[src/rtl/aram_uart_dump.sv]
// Streams a contiguous ARAM region out of uart_txd as 8N1 frames.
// Optional DUMP_CHECKSUM_EN appends a frame holding the 8-bit modular sum of the sent bytes.
`timescale 1ns/1ps
module aram_uart_dump #(
  parameter int CLK_FREQ = 24_469_000,
  parameter int BAUD     = 115_200
) (
  input  logic        clk,
  input  logic        resetn,
  input  logic        start,
  input  logic [16:0] base,
  input  logic [16:0] count,
  output logic        busy,
  output logic        done,
  output logic        aram_rd,
  output logic [16:0] aram_a,
  input  logic [7:0]  aram_dout,
  output logic        uart_txd
);

  localparam int CLKS_PER_BIT = CLK_FREQ / BAUD;
  localparam int BW = $clog2(CLKS_PER_BIT);
  localparam logic [BW-1:0] BAUD_LAST = BW'(CLKS_PER_BIT - 1);

  typedef enum logic [2:0] {
    IDLE  = 3'd0,
    FETCH = 3'd1,
    LATCH = 3'd2,
    START = 3'd3,
    DATA  = 3'd4,
    STOP  = 3'd5,
`ifdef DUMP_CHECKSUM_EN
    SUM   = 3'd7,
`endif
    FIN   = 3'd6
  } state_t;

  state_t          state, state_nxt;
  logic [16:0]     addr;
  logic [16:0]     remaining;
  logic [7:0]      shift;
  logic [BW-1:0]   baud_cnt;
  logic [2:0]      bit_cnt;
  logic            baud_tc;
`ifdef DUMP_CHECKSUM_EN
  logic [7:0]      checksum;
  logic            sum_sent;
`endif

  assign baud_tc = (baud_cnt == '0);
  assign aram_a  = addr;

  always_ff @(posedge clk or negedge resetn) begin
    if (!resetn) state <= IDLE;
    else         state <= state_nxt;
  end

  always_comb begin
    state_nxt = state;
    case (state)
      // count==0 takes a one-cycle STOP so done lands two cycles after start
      IDLE:  if (start) state_nxt = (count != '0) ? FETCH : STOP;
      FETCH: state_nxt = LATCH;
      LATCH: state_nxt = START;
      START: if (baud_tc) state_nxt = DATA;
      DATA:  if (baud_tc && bit_cnt == 3'd7) state_nxt = STOP;
      STOP: begin
        if (baud_tc) begin
          if (remaining != '0) state_nxt = FETCH;
`ifdef DUMP_CHECKSUM_EN
          else if (!sum_sent)  state_nxt = SUM;
`endif
          else                 state_nxt = FIN;
        end
      end
`ifdef DUMP_CHECKSUM_EN
      SUM:   state_nxt = START;
`endif
      FIN:   state_nxt = IDLE;
      default: state_nxt = IDLE;
    endcase
  end

  always_comb begin
    busy     = 1'b1;
    done     = 1'b0;
    aram_rd  = 1'b0;
    uart_txd = 1'b1;
    case (state)
      IDLE:  busy = 1'b0;
      FETCH: aram_rd = 1'b1;
      START: uart_txd = 1'b0;
      DATA:  uart_txd = shift[0];
      FIN: begin
        busy = 1'b0;
        done = 1'b1;
      end
      default: ;
    endcase
  end

  always_ff @(posedge clk or negedge resetn) begin
    if (!resetn) begin
      addr      <= '0;
      remaining <= '0;
      shift     <= '0;
      baud_cnt  <= '0;
      bit_cnt   <= '0;
`ifdef DUMP_CHECKSUM_EN
      checksum  <= '0;
      sum_sent  <= 1'b0;
`endif
    end else begin
      case (state)
        IDLE: begin
          if (start) begin
            addr      <= base;
            remaining <= count;
            baud_cnt  <= '0;
            bit_cnt   <= '0;
`ifdef DUMP_CHECKSUM_EN
            checksum  <= '0;
            sum_sent  <= 1'b0;
`endif
          end
        end
        LATCH: begin
          shift     <= aram_dout;
          addr      <= addr + 17'd1;
          remaining <= remaining - 17'd1;
          baud_cnt  <= BAUD_LAST;
          bit_cnt   <= '0;
`ifdef DUMP_CHECKSUM_EN
          checksum  <= checksum + aram_dout;
`endif
        end
        START: baud_cnt <= baud_tc ? BAUD_LAST : baud_cnt - 1'b1;
        DATA: begin
          if (baud_tc) begin
            baud_cnt <= BAUD_LAST;
            shift    <= {1'b0, shift[7:1]};
            bit_cnt  <= bit_cnt + 3'd1;
          end else begin
            baud_cnt <= baud_cnt - 1'b1;
          end
        end
        STOP: if (!baud_tc) baud_cnt <= baud_cnt - 1'b1;
`ifdef DUMP_CHECKSUM_EN
        SUM: begin
          shift    <= checksum;
          sum_sent <= 1'b1;
          baud_cnt <= BAUD_LAST;
          bit_cnt  <= '0;
        end
`endif
        default: ;
      endcase
    end
  end

endmodule
[config.mk]
export PLATFORM = sky130hd
export DESIGN_NAME = aram_uart_dump
export DESIGN_NICKNAME = d
export VERILOG_FILES = /design/src/rtl/aram_uart_dump.sv
export SDC_FILE = /design/constraint.sdc
export NUM_CORES = 1
export LEC_CHECK = 0
export BUFFER_PORTS_ARGS = -buffer_cell sky130_fd_sc_hd__buf_2
export CORE_AREA = 2 2 91 93
export CTS_CLUSTER_DIAMETER = 30
export DETAILED_ROUTE_END_ITERATION = 12
export DIE_AREA = 0 0 93 95
export PLACE_DENSITY = 0.72
export SYNTH_ARGS = -nofsm -noshare
export SYNTH_HDL_FRONTEND = slang
export SYNTH_SLANG_ARGS = --single-unit
export TNS_END_PERCENT = 20
[constraint.sdc]
create_clock -name clk -period 5.22 [get_ports clk]
set_input_delay 1.305 -clock clk [delete_from_list [all_inputs] [get_ports clk]]
set_output_delay 1.305 -clock clk [all_outputs]
set_load 0.1 [all_outputs]
## Word level (Yosys, flattened, before mapping)

Cells that the tools add are included.

| operators by class | value |
|---|---|
| add/subtract/negate cells | 4 |
| equality and inequality tests | 13 |
| muxes and demuxes | 24 |
| reduce and logical (&&, ||, !) cells | 16 |

Operators with widths:

| cell | number |
|---|---|
| $pmux 17 s2 | 2 |
| $mux 17 | 2 |
| $reduce_bool 17->1 | 2 |
| $mux 8 | 4 |
| $pmux 8 s4 | 1 |
| $mux 3 | 8 |
| $pmux 3 s6 | 1 |
| $add 17x1->17 const B | 1 |
| $sub 17x1->17 const B | 1 |
| $pmux 8 s2 | 1 |
| $eq 3x3->1 const B | 4 |
| $ne 2x2->1 const B | 6 |
| $pmux 3 s3 | 1 |
| $logic_not 8->1 | 1 |
| $sub 8x1->8 const B | 1 |
| $eq 3x2->1 const B | 2 |
| $reduce_and 3->1 | 2 |
| $reduce_and 2->1 | 2 |
| $reduce_and 4->1 | 1 |
| $reduce_bool 2->1 | 2 |
| $reduce_bool 4->1 | 1 |
| $reduce_or 2->1 | 2 |
| $add 3x1->3 const B | 1 |
| $eq 3x1->1 const B | 1 |
| other kinds (5) | 7 |

| word-level totals | value |
|---|---|
| flip-flop bits (word level) | 56 |
| input bits | 45 |
| output and inout port bits | 21 |
| word-level logic and storage cells | 63 |

## Longest topological paths before layout

Gate-level depths: netlist of the first run.

| logic depth | value |
|---|---|
| word-level depth | 4 |
| depth in mapped cells | 7 |
| depth with buffers taken out | 6 |

## Least setup slack after synthesis of the first run

No wires, ideal clock.

| path | value |
|---|---|
| path type | flip-flop to output port |
| start | register state[2] |
| end | output done |
| arrival time | 3102 ps |
| required time | 3915 ps |
| path slack | 813 ps |
| stages on the path, launching flop included | 4 |
| path buffers | 2 |
| cell sequence | dfrtp_1 -> clkbuf_1 -> clkbuf_1 -> nor3b_1 |

| between the ends | value |
|---|---|
| word-level cells in the longest chain between the ends | 2 |

Ends and longest elaborated chain:

| element | RTL line | RTL |
|---|---|---|
| from (decl) | 38 | `state_t state, state_nxt;` |
| from (signal assigned) | 55 | `else state <= state_nxt;` |
| $eq 3x3->1 | 89 | `case (state)` |
| $mux 1 | 89 |  |
| to (decl) | 14 | `output logic done,` |

No other way between the ends.

## Final worst setup path of the first run

| path | value |
|---|---|
| start | register state[2] |
| end | output uart_txd |

| between the ends | value |
|---|---|
| word-level cells in the longest chain between the ends | 2 |
| elaborated cells between the ends (all ways) | 3 |

Ends and longest elaborated chain:

| element | RTL line | RTL |
|---|---|---|
| $eq 3x3->1 or $eq 3x2->1 (tied branches) | 89 |  |
| $pmux 1 s2 * | 89 |  |
| to (decl) | 18 | `output logic uart_txd` |

Every way passes the cells marked *; elsewhere a longest branch is shown, timed or not.

==> impl_metrics.env, run 1 <==
export IMPL_status="complete, no violations"
export IMPL_syn_avg_cell_area_um2=9.05
export IMPL_drive_gt1_share_pct=21.1
export IMPL_fin_util_pct=49.7
export IMPL_max_freq_ghz=0.295
export IMPL_worstPathRequired_ns=3.91
export IMPL_drt_iter0_markers=212
export IMPL_drt_wl_total_um=8750
export IMPL_p_leak_nw=1.70
export IMPL_place_area_mm2=0.00383
export IMPL_post_cts_buffers=0
export IMPL_max_vdd_ir_drop_v=0.000102
export IMPL_final_hold_violation_count=0
export IMPL_fin_tns_setup_ns=0
export IMPL_cts_max_path_buffers=2
export IMPL_regToRegSetupSlack_ns=2.47
export IMPL_cp_max_fo=23
export IMPL_core_area_mm2=0.00793
export IMPL_fin_cells=541
export IMPL_powerDensity_mw_per_mm2=191
export IMPL_wl_per_cell_um=16.2
export IMPL_globalplace_congestion=0.894
export IMPL_synth_cells=381
export IMPL_place_hpwl_um=6180
export IMPL_dieWidth_um=93
export IMPL_clk_pin_slew_ns=0.10
export IMPL_fin_crit_sh_pct=64.9
export IMPL_rows=33
export IMPL_worst_setup_path_end_kind="output pin"
export IMPL_postCtsResizedCells=0
export IMPL_portBuffers=65
export IMPL_synth_area_leaders="dfrtp_1, nand2_1, nor2_1, nand3_1, o21ai_0"
export IMPL_insertion_delay_ns=0.31
export IMPL_critPathKind="register to output pin"
export IMPL_critPathLaunchType="register"
export IMPL_drtPass1Iterations=5
export IMPL_vias=3301
export IMPL_synth_top_cell_area_share_pct=40.7
export IMPL_nets=487
export IMPL_overflow=0
export IMPL_rsz0062_at_grt="false"
export IMPL_cts_root_buffer="clkbuf_8"
export IMPL_maxCapViolCount=0
export IMPL_cts_buffers=5
export IMPL_grt_max_degree=57
export IMPL_setup_slack_ns=1.83
export IMPL_cts_tree="built"
export IMPL_cts_sinks=56
export IMPL_yosysSeqAreaShare_pct=40.7
export IMPL_hold_slack_ns=0.493
export IMPL_synth_area_mm2=0.00345
export IMPL_synthArstFlopShare_pct=100
export IMPL_worstPathArrival_ns=2.08
export IMPL_die_area_mm2=0.00884
export IMPL_drc=0
export IMPL_design_area_mm2=0.00394
export IMPL_start_util_pct=43.5
export IMPL_ant_nets=0
export IMPL_maxSlewViolCount=0
export IMPL_setup_violations=0
export IMPL_power_uw=753
export IMPL_grt_pass1_wl_um=14200
export IMPL_die_h_um=95
export IMPL_pre_cts_slack_ns=1.79
export IMPL_ys_types=57
export IMPL_synth_top_area_cell="dfrtp_1"
export IMPL_antenna_cells=0
export IMPL_maxSlewHeadroom_pct=22.6
export IMPL_grt_pass1_vias=3061
export IMPL_placedCellCount=533
export IMPL_hold_class="register to register"
export IMPL_synthToLayoutAreaGrowth_pct=14.2
export IMPL_syn_nets=433
export IMPL_antenna_found_initial=0
export IMPL_cts_hold_buf=0
export IMPL_ys_dominant_reg_cell="dfrtp_1"
export IMPL_ys_warn_count=0
export IMPL_clock_skew_ns=0.0109
export IMPL_grtUsageTotal_pct=20.2
export IMPL_via_per_inst=6.10
export IMPL_worstMarginPinSlew_ns=1.16
export IMPL_io_pin_count=66
export IMPL_synth_edf_count=0
export IMPL_min_period_ns=3.39
export IMPL_cts_htree_levels=2
export IMPL_ys_ff_latch=56
## cell type report
cell class,instances,area (um2)
fillers,783,3990
multi-input cells,290,1900
flip-flops and latches,56,1400
repair buffers,68,348
well taps,105,131
clock buffers,6,72.6
inverters,14,52.6
clock inverters,2,35.0
## cell families after synthesis
family	after synthesis	share of synthesized area (%)
simple gates	171	28.5
compound gates	103	21.3
flops	56	40.7
buf+inv	35	4.36
mux	9	2.65
fa+ha+maj	7	2.54
## placed cells by master, fill, tap and decap left out, types with 9 or more instances in the layout
cell,count
nand4_1,11
a21oi_1,11
o21ai_0,18
nand2_1,39
nor3_1,15
inv_1,14
nor2_1,30
nand3_1,18
buf_2,65
a211oi_1,9
dfrtp_1,56
o211ai_1,12
## critical path, cell delays in order (launching register included)
cell and delay [ns]:
dfrtp_1 0.75, or3b_2 0.55, o21a_1 0.19, buf_2 0.28
## synthesized netlist by cell type (all sizes together) (2+ instances only)
cell type and n:
o311ai 4, ha 7, nor3 16, nor4 9, and4 6, inv 14
nor2b 7, a22o 7, a21o 2, or3b 3, a22oi 4, a221o 2
a41o 3, and2 4, o211ai 12, or3 5, nand2 39, dfrtp 56
mux2i 8, a211oi 9, nand3 18, a32oi 3, o221a 2, and3 2
a31oi 3, nor3b 6, a311oi 5, or2 2, a21oi 11, nand3b 3
nand4 11, o21ai 20, buf 8, clkbuf 13, o22ai 7, o2111ai 2
or4 6, o31ai 2, nor2 30
## power breakdown
part	leakage [nW]	switching, mW	internal [mW]
combinational	0.993	0.0210	0.0141
sequential	0.649	0.000439	0.434
clock	0.0552	0.141	0.143
## path summary, 6_finish.rpt
check	cells past startpoint	startpoint	end
setup reg to reg	4	state[2]	aram_a[12]
setup / recovery	3	state[2]	uart_txd
min in group asynchronous	2	resetn	aram_a[8]
hold reg to reg	2	shift[3]	shift[3]
hold / removal	2	shift[3]	shift[3]
max in group asynchronous	2	resetn	bit_cnt[1]
## sequential cells by signal (all words and copies together) (netlist names)
register	count
remaining	17
aram_a	17
baud_cnt	8
bit_cnt	3
state	3
shift	8
## per-layer routing
layer | up-vias | GRT usage (%) | routed length, um
li1 | 1561 | - | -
met1 | 1594 | 25.4 | 3770
met2 | 125 | 34.2 | 4190
met3 | 21 | 3.35 | 538
met4 | 0 | 8.82 | 241
met5 | - | 0 | 0
Power figures use the tool's default switching activity.
==> run 2, diff against run 1 <==
--- a/config.mk
+++ b/config.mk
@@ -5,12 +5,13 @@
 export SDC_FILE = /design/constraint.sdc
 export NUM_CORES = 1
 export LEC_CHECK = 0
+export ABC_AREA = 1
 export BUFFER_PORTS_ARGS = -buffer_cell sky130_fd_sc_hd__buf_2
-export CORE_AREA = 2 2 91 93
+export CORE_AREA = 2 2 98 100
 export CTS_CLUSTER_DIAMETER = 30
 export DETAILED_ROUTE_END_ITERATION = 12
-export DIE_AREA = 0 0 93 95
-export PLACE_DENSITY = 0.72
+export DIE_AREA = 0 0 100 102
+export PLACE_DENSITY = 0.7
 export SYNTH_ARGS = -nofsm -noshare
 export SYNTH_HDL_FRONTEND = slang
 export SYNTH_SLANG_ARGS = --single-unit
==> constraint.sdc (replaced) <==
create_clock -name clk -period 3.15 [get_ports clk]
set_input_delay 0.7875 -clock clk [delete_from_list [all_inputs] [get_ports clk]]
set_output_delay 0.7875 -clock clk [all_outputs]
set_load 0.1 [all_outputs]
==> run 2 against run 1 <==
Hold slack lost 0.0031 ns. Synthesized area up 16%. Combinational power increased to 96 times the previous value. Largest power group is now combinational cells. First-iteration DRC count fell by 20%. Total power grew to 7.2 times the previous value.
==> impl_metrics.env, run 2 <==
export IMPL_worstPathRequired_ns=2.36
export IMPL_ys_types=40
export IMPL_synth_top_area_cell="dfrtp_1"
export IMPL_clock_power_share_pct=10.4
export IMPL_pre_cts_slack_ns=0.827
export IMPL_via_per_inst=5.00
export IMPL_rr_worst_depth=7
export IMPL_synth_area_mm2=0.00399
export IMPL_nets=696
export IMPL_clk_pin_slew_ns=0.10
export IMPL_io_pin_count=66
export IMPL_grt_pass1_wl_um=16900
export IMPL_hold_path_end="bit_cnt[0]"
export IMPL_synthToLayoutAreaGrowth_pct=11.8
export IMPL_fin_util_pct=49.0
export IMPL_portBuffers=65
export IMPL_max_freq_ghz=0.373
export IMPL_final_cell_mix="nand2_1, nor2_1, buf_2"
export IMPL_wl_per_cell_um=12.8
export IMPL_cts_sinks=56
export IMPL_maxCapViolCount=0
export IMPL_p_leak_nw=2.31
export IMPL_start_util_pct=43.8
export IMPL_fin_crit_sh_pct=85.1
export IMPL_die_h_um=102
export IMPL_combPwrFrac_pct=62.6
export IMPL_intPower_mw=2.25
export IMPL_yosys_top_cells_count="nand2_1, nor2_1, inv_1, dfrtp_1, nand3_1"
export IMPL_setup_violations=0
export IMPL_rsz0062_at_grt="false"
export IMPL_swShare_pct=58.4
export IMPL_final_hold_violation_count=0
export IMPL_cts_hold_buf=0
export IMPL_cts_buffers=5
export IMPL_antenna_found_initial=0
export IMPL_regToRegSetupSlack_ns=1.07
export IMPL_post_cts_buffers=0
export IMPL_core_area_mm2=0.00911
export IMPL_drc=0
export IMPL_maxSlewViolCount=0
export IMPL_status="complete, no violations"
export IMPL_syn_avg_cell_area_um2=6.80
export IMPL_antenna_cells=0
export IMPL_grt_pass1_vias=3725
export IMPL_power_switching_mw=3.15
export IMPL_drt_iter0_markers=169
export IMPL_ys_warn_count=0
export IMPL_clock_skew_ns=0.0162
export IMPL_min_period_ns=2.68
export IMPL_synth_edf_count=0
export IMPL_vias=3774
export IMPL_yosysSeqAreaShare_pct=35.1
export IMPL_critPathKind="register to output pin"
export IMPL_pwr_share_seq_pct=27.1
export IMPL_synthArstFlopShare_pct=100
export IMPL_dieWidth_um=100
export IMPL_die_area_mm2=0.0102
export IMPL_drive_gt1_share_pct=16.9
export IMPL_drt_wl_total_um=9670
export IMPL_layout_commonest_cell="nand2_1"
export IMPL_hold_path_depth=1
export IMPL_critPathLaunchType="register"
export IMPL_worstPathArrival_ns=1.89
export IMPL_drtPass1Iterations=5
export IMPL_synth_cells=586
export IMPL_ys_dominant_reg_cell="dfrtp_1"
export IMPL_powerDensity_mw_per_mm2=1210
export IMPL_place_hpwl_um=7110
export IMPL_r2r_end="aram_a[4]"
export IMPL_hold_class="register to register"
export IMPL_syn_nets=638
export IMPL_worstMarginPinSlew_ns=0.698
export IMPL_hold_slack_ns=0.490
export IMPL_setup_slack_ns=0.469
export IMPL_overflow=0
export IMPL_cp_slowest_stage_delay_ns=0.73
export IMPL_grt_max_degree=30
export IMPL_worst_setup_path_end_kind="output pin"
export IMPL_r2r_start="state[2]"
export IMPL_synth_most_common_cell="nand2_1"
export IMPL_postCtsResizedCells=0
export IMPL_cts_htree_levels=2
export IMPL_globalplace_congestion=0.877
export IMPL_cts_root_buffer="clkbuf_8"
export IMPL_insertion_delay_ns=0.32
export IMPL_grtUsageTotal_pct=20.4
export IMPL_maxSlewHeadroom_pct=53.4
export IMPL_cp_max_fo=9
export IMPL_cts_tree="built"
export IMPL_min_delay_start="bit_cnt[0]"
export IMPL_rows=35
export IMPL_crit_path_cell_trace="nor2_8, nand2_4, nand2_1, o21ai_0, buf_2"
export IMPL_cts_max_path_buffers=2
export IMPL_max_vdd_ir_drop_v=0.000905
export IMPL_ant_nets=0
export IMPL_slowest_stage="dfrtp_1"
export IMPL_synth_top_cell_area_share_pct=35.1
export IMPL_synth_area_leaders="dfrtp_1, nand2_1, nor2_1, inv_1, nand3_1"
export IMPL_fin_tns_setup_ns=0
export IMPL_ys_ff_latch=56
==> run 2: changes by cell type in the layout (fill, tap and decap cells not counted), moves of 8 or more <==
cell | before | now
inv_1 | 14 | 63
nand3_1 | 18 | 43
o21ai_0 | 18 | 32
nand2_2 | 0 | 8
nor3_1 | 15 | 3
nor2_1 | 30 | 67
mux2i_1 | 8 | 0
nand2_1 | 39 | 207
==> run 2: power by group through the flow <==
stage	sequential (mW)	clock [mW]	combinational, mW
after CTS	1.46	0.583	3.39
after global routing	1.52	0.610	3.79
final	1.46	0.561	3.38
after floorplan	2.11	0	2.20
after detailed placement	1.47	0	3.38
after global placement	1.46	0	3.32
==> run 2: per-stage QoR <==
stage,std cells,power [mW],cell area [um2]
after global placement,748,4.78,4330
after global routing,755,5.92,4460
after detailed placement,748,4.85,4330
after CTS,755,5.43,4460
final,755,5.40,4460
after floorplan,586,4.31,3990
==> run 2: how the worst max path moves through the flow <==
stage	startpoint	to
final	state[0]	uart_txd
after CTS	state[0]	uart_txd
after floorplan	state[1]	uart_txd
after detailed placement	state[0]	uart_txd
after global routing	state[0]	uart_txd
after global placement	state[0]	uart_txd
==> run 2: routing by layer <==
layer / global-route usage [%] / share of wire [%] / vias to the layer above
met5: 0 / 0 / -
met4: 7.17 / 2.0 / 0
met3: 3.15 / 4.6 / 12
met2: 34.1 / 48 / 84
met1: 27.1 / 46 / 1713
li1: - / - / 1965
==> run 2: logic make-up after synthesis <==
family / Yosys count / share of synthesized area, %
fa+ha+maj: 7 / 2.20
buf+inv: 85 / 10.6
flops: 56 / 35.1
simple gates: 353 / 38.7
xor+xnor: 7 / 1.54
compound gates: 78 / 11.9
==> run 2: cell type report <==
type                       count  area (um2)
inverter                      69         272
clock buffer                   5        68.8
multi-input combinational    445        2170
timing repair buffer          67         353
tap                          111         139
sequential                    56        1400
clock inverter                 2        60.1
fill                         960        4650
==> run 2: worst max-delay path: cells and delay by family, from the launching register on <==
family | cells | cell delay, ns
buffers and inverters | 1 | 0.45
DFF | 1 | 0.73
and+or+nand+nor | 3 | 0.31
AOI/OAI and AO/OA | 1 | 0.10
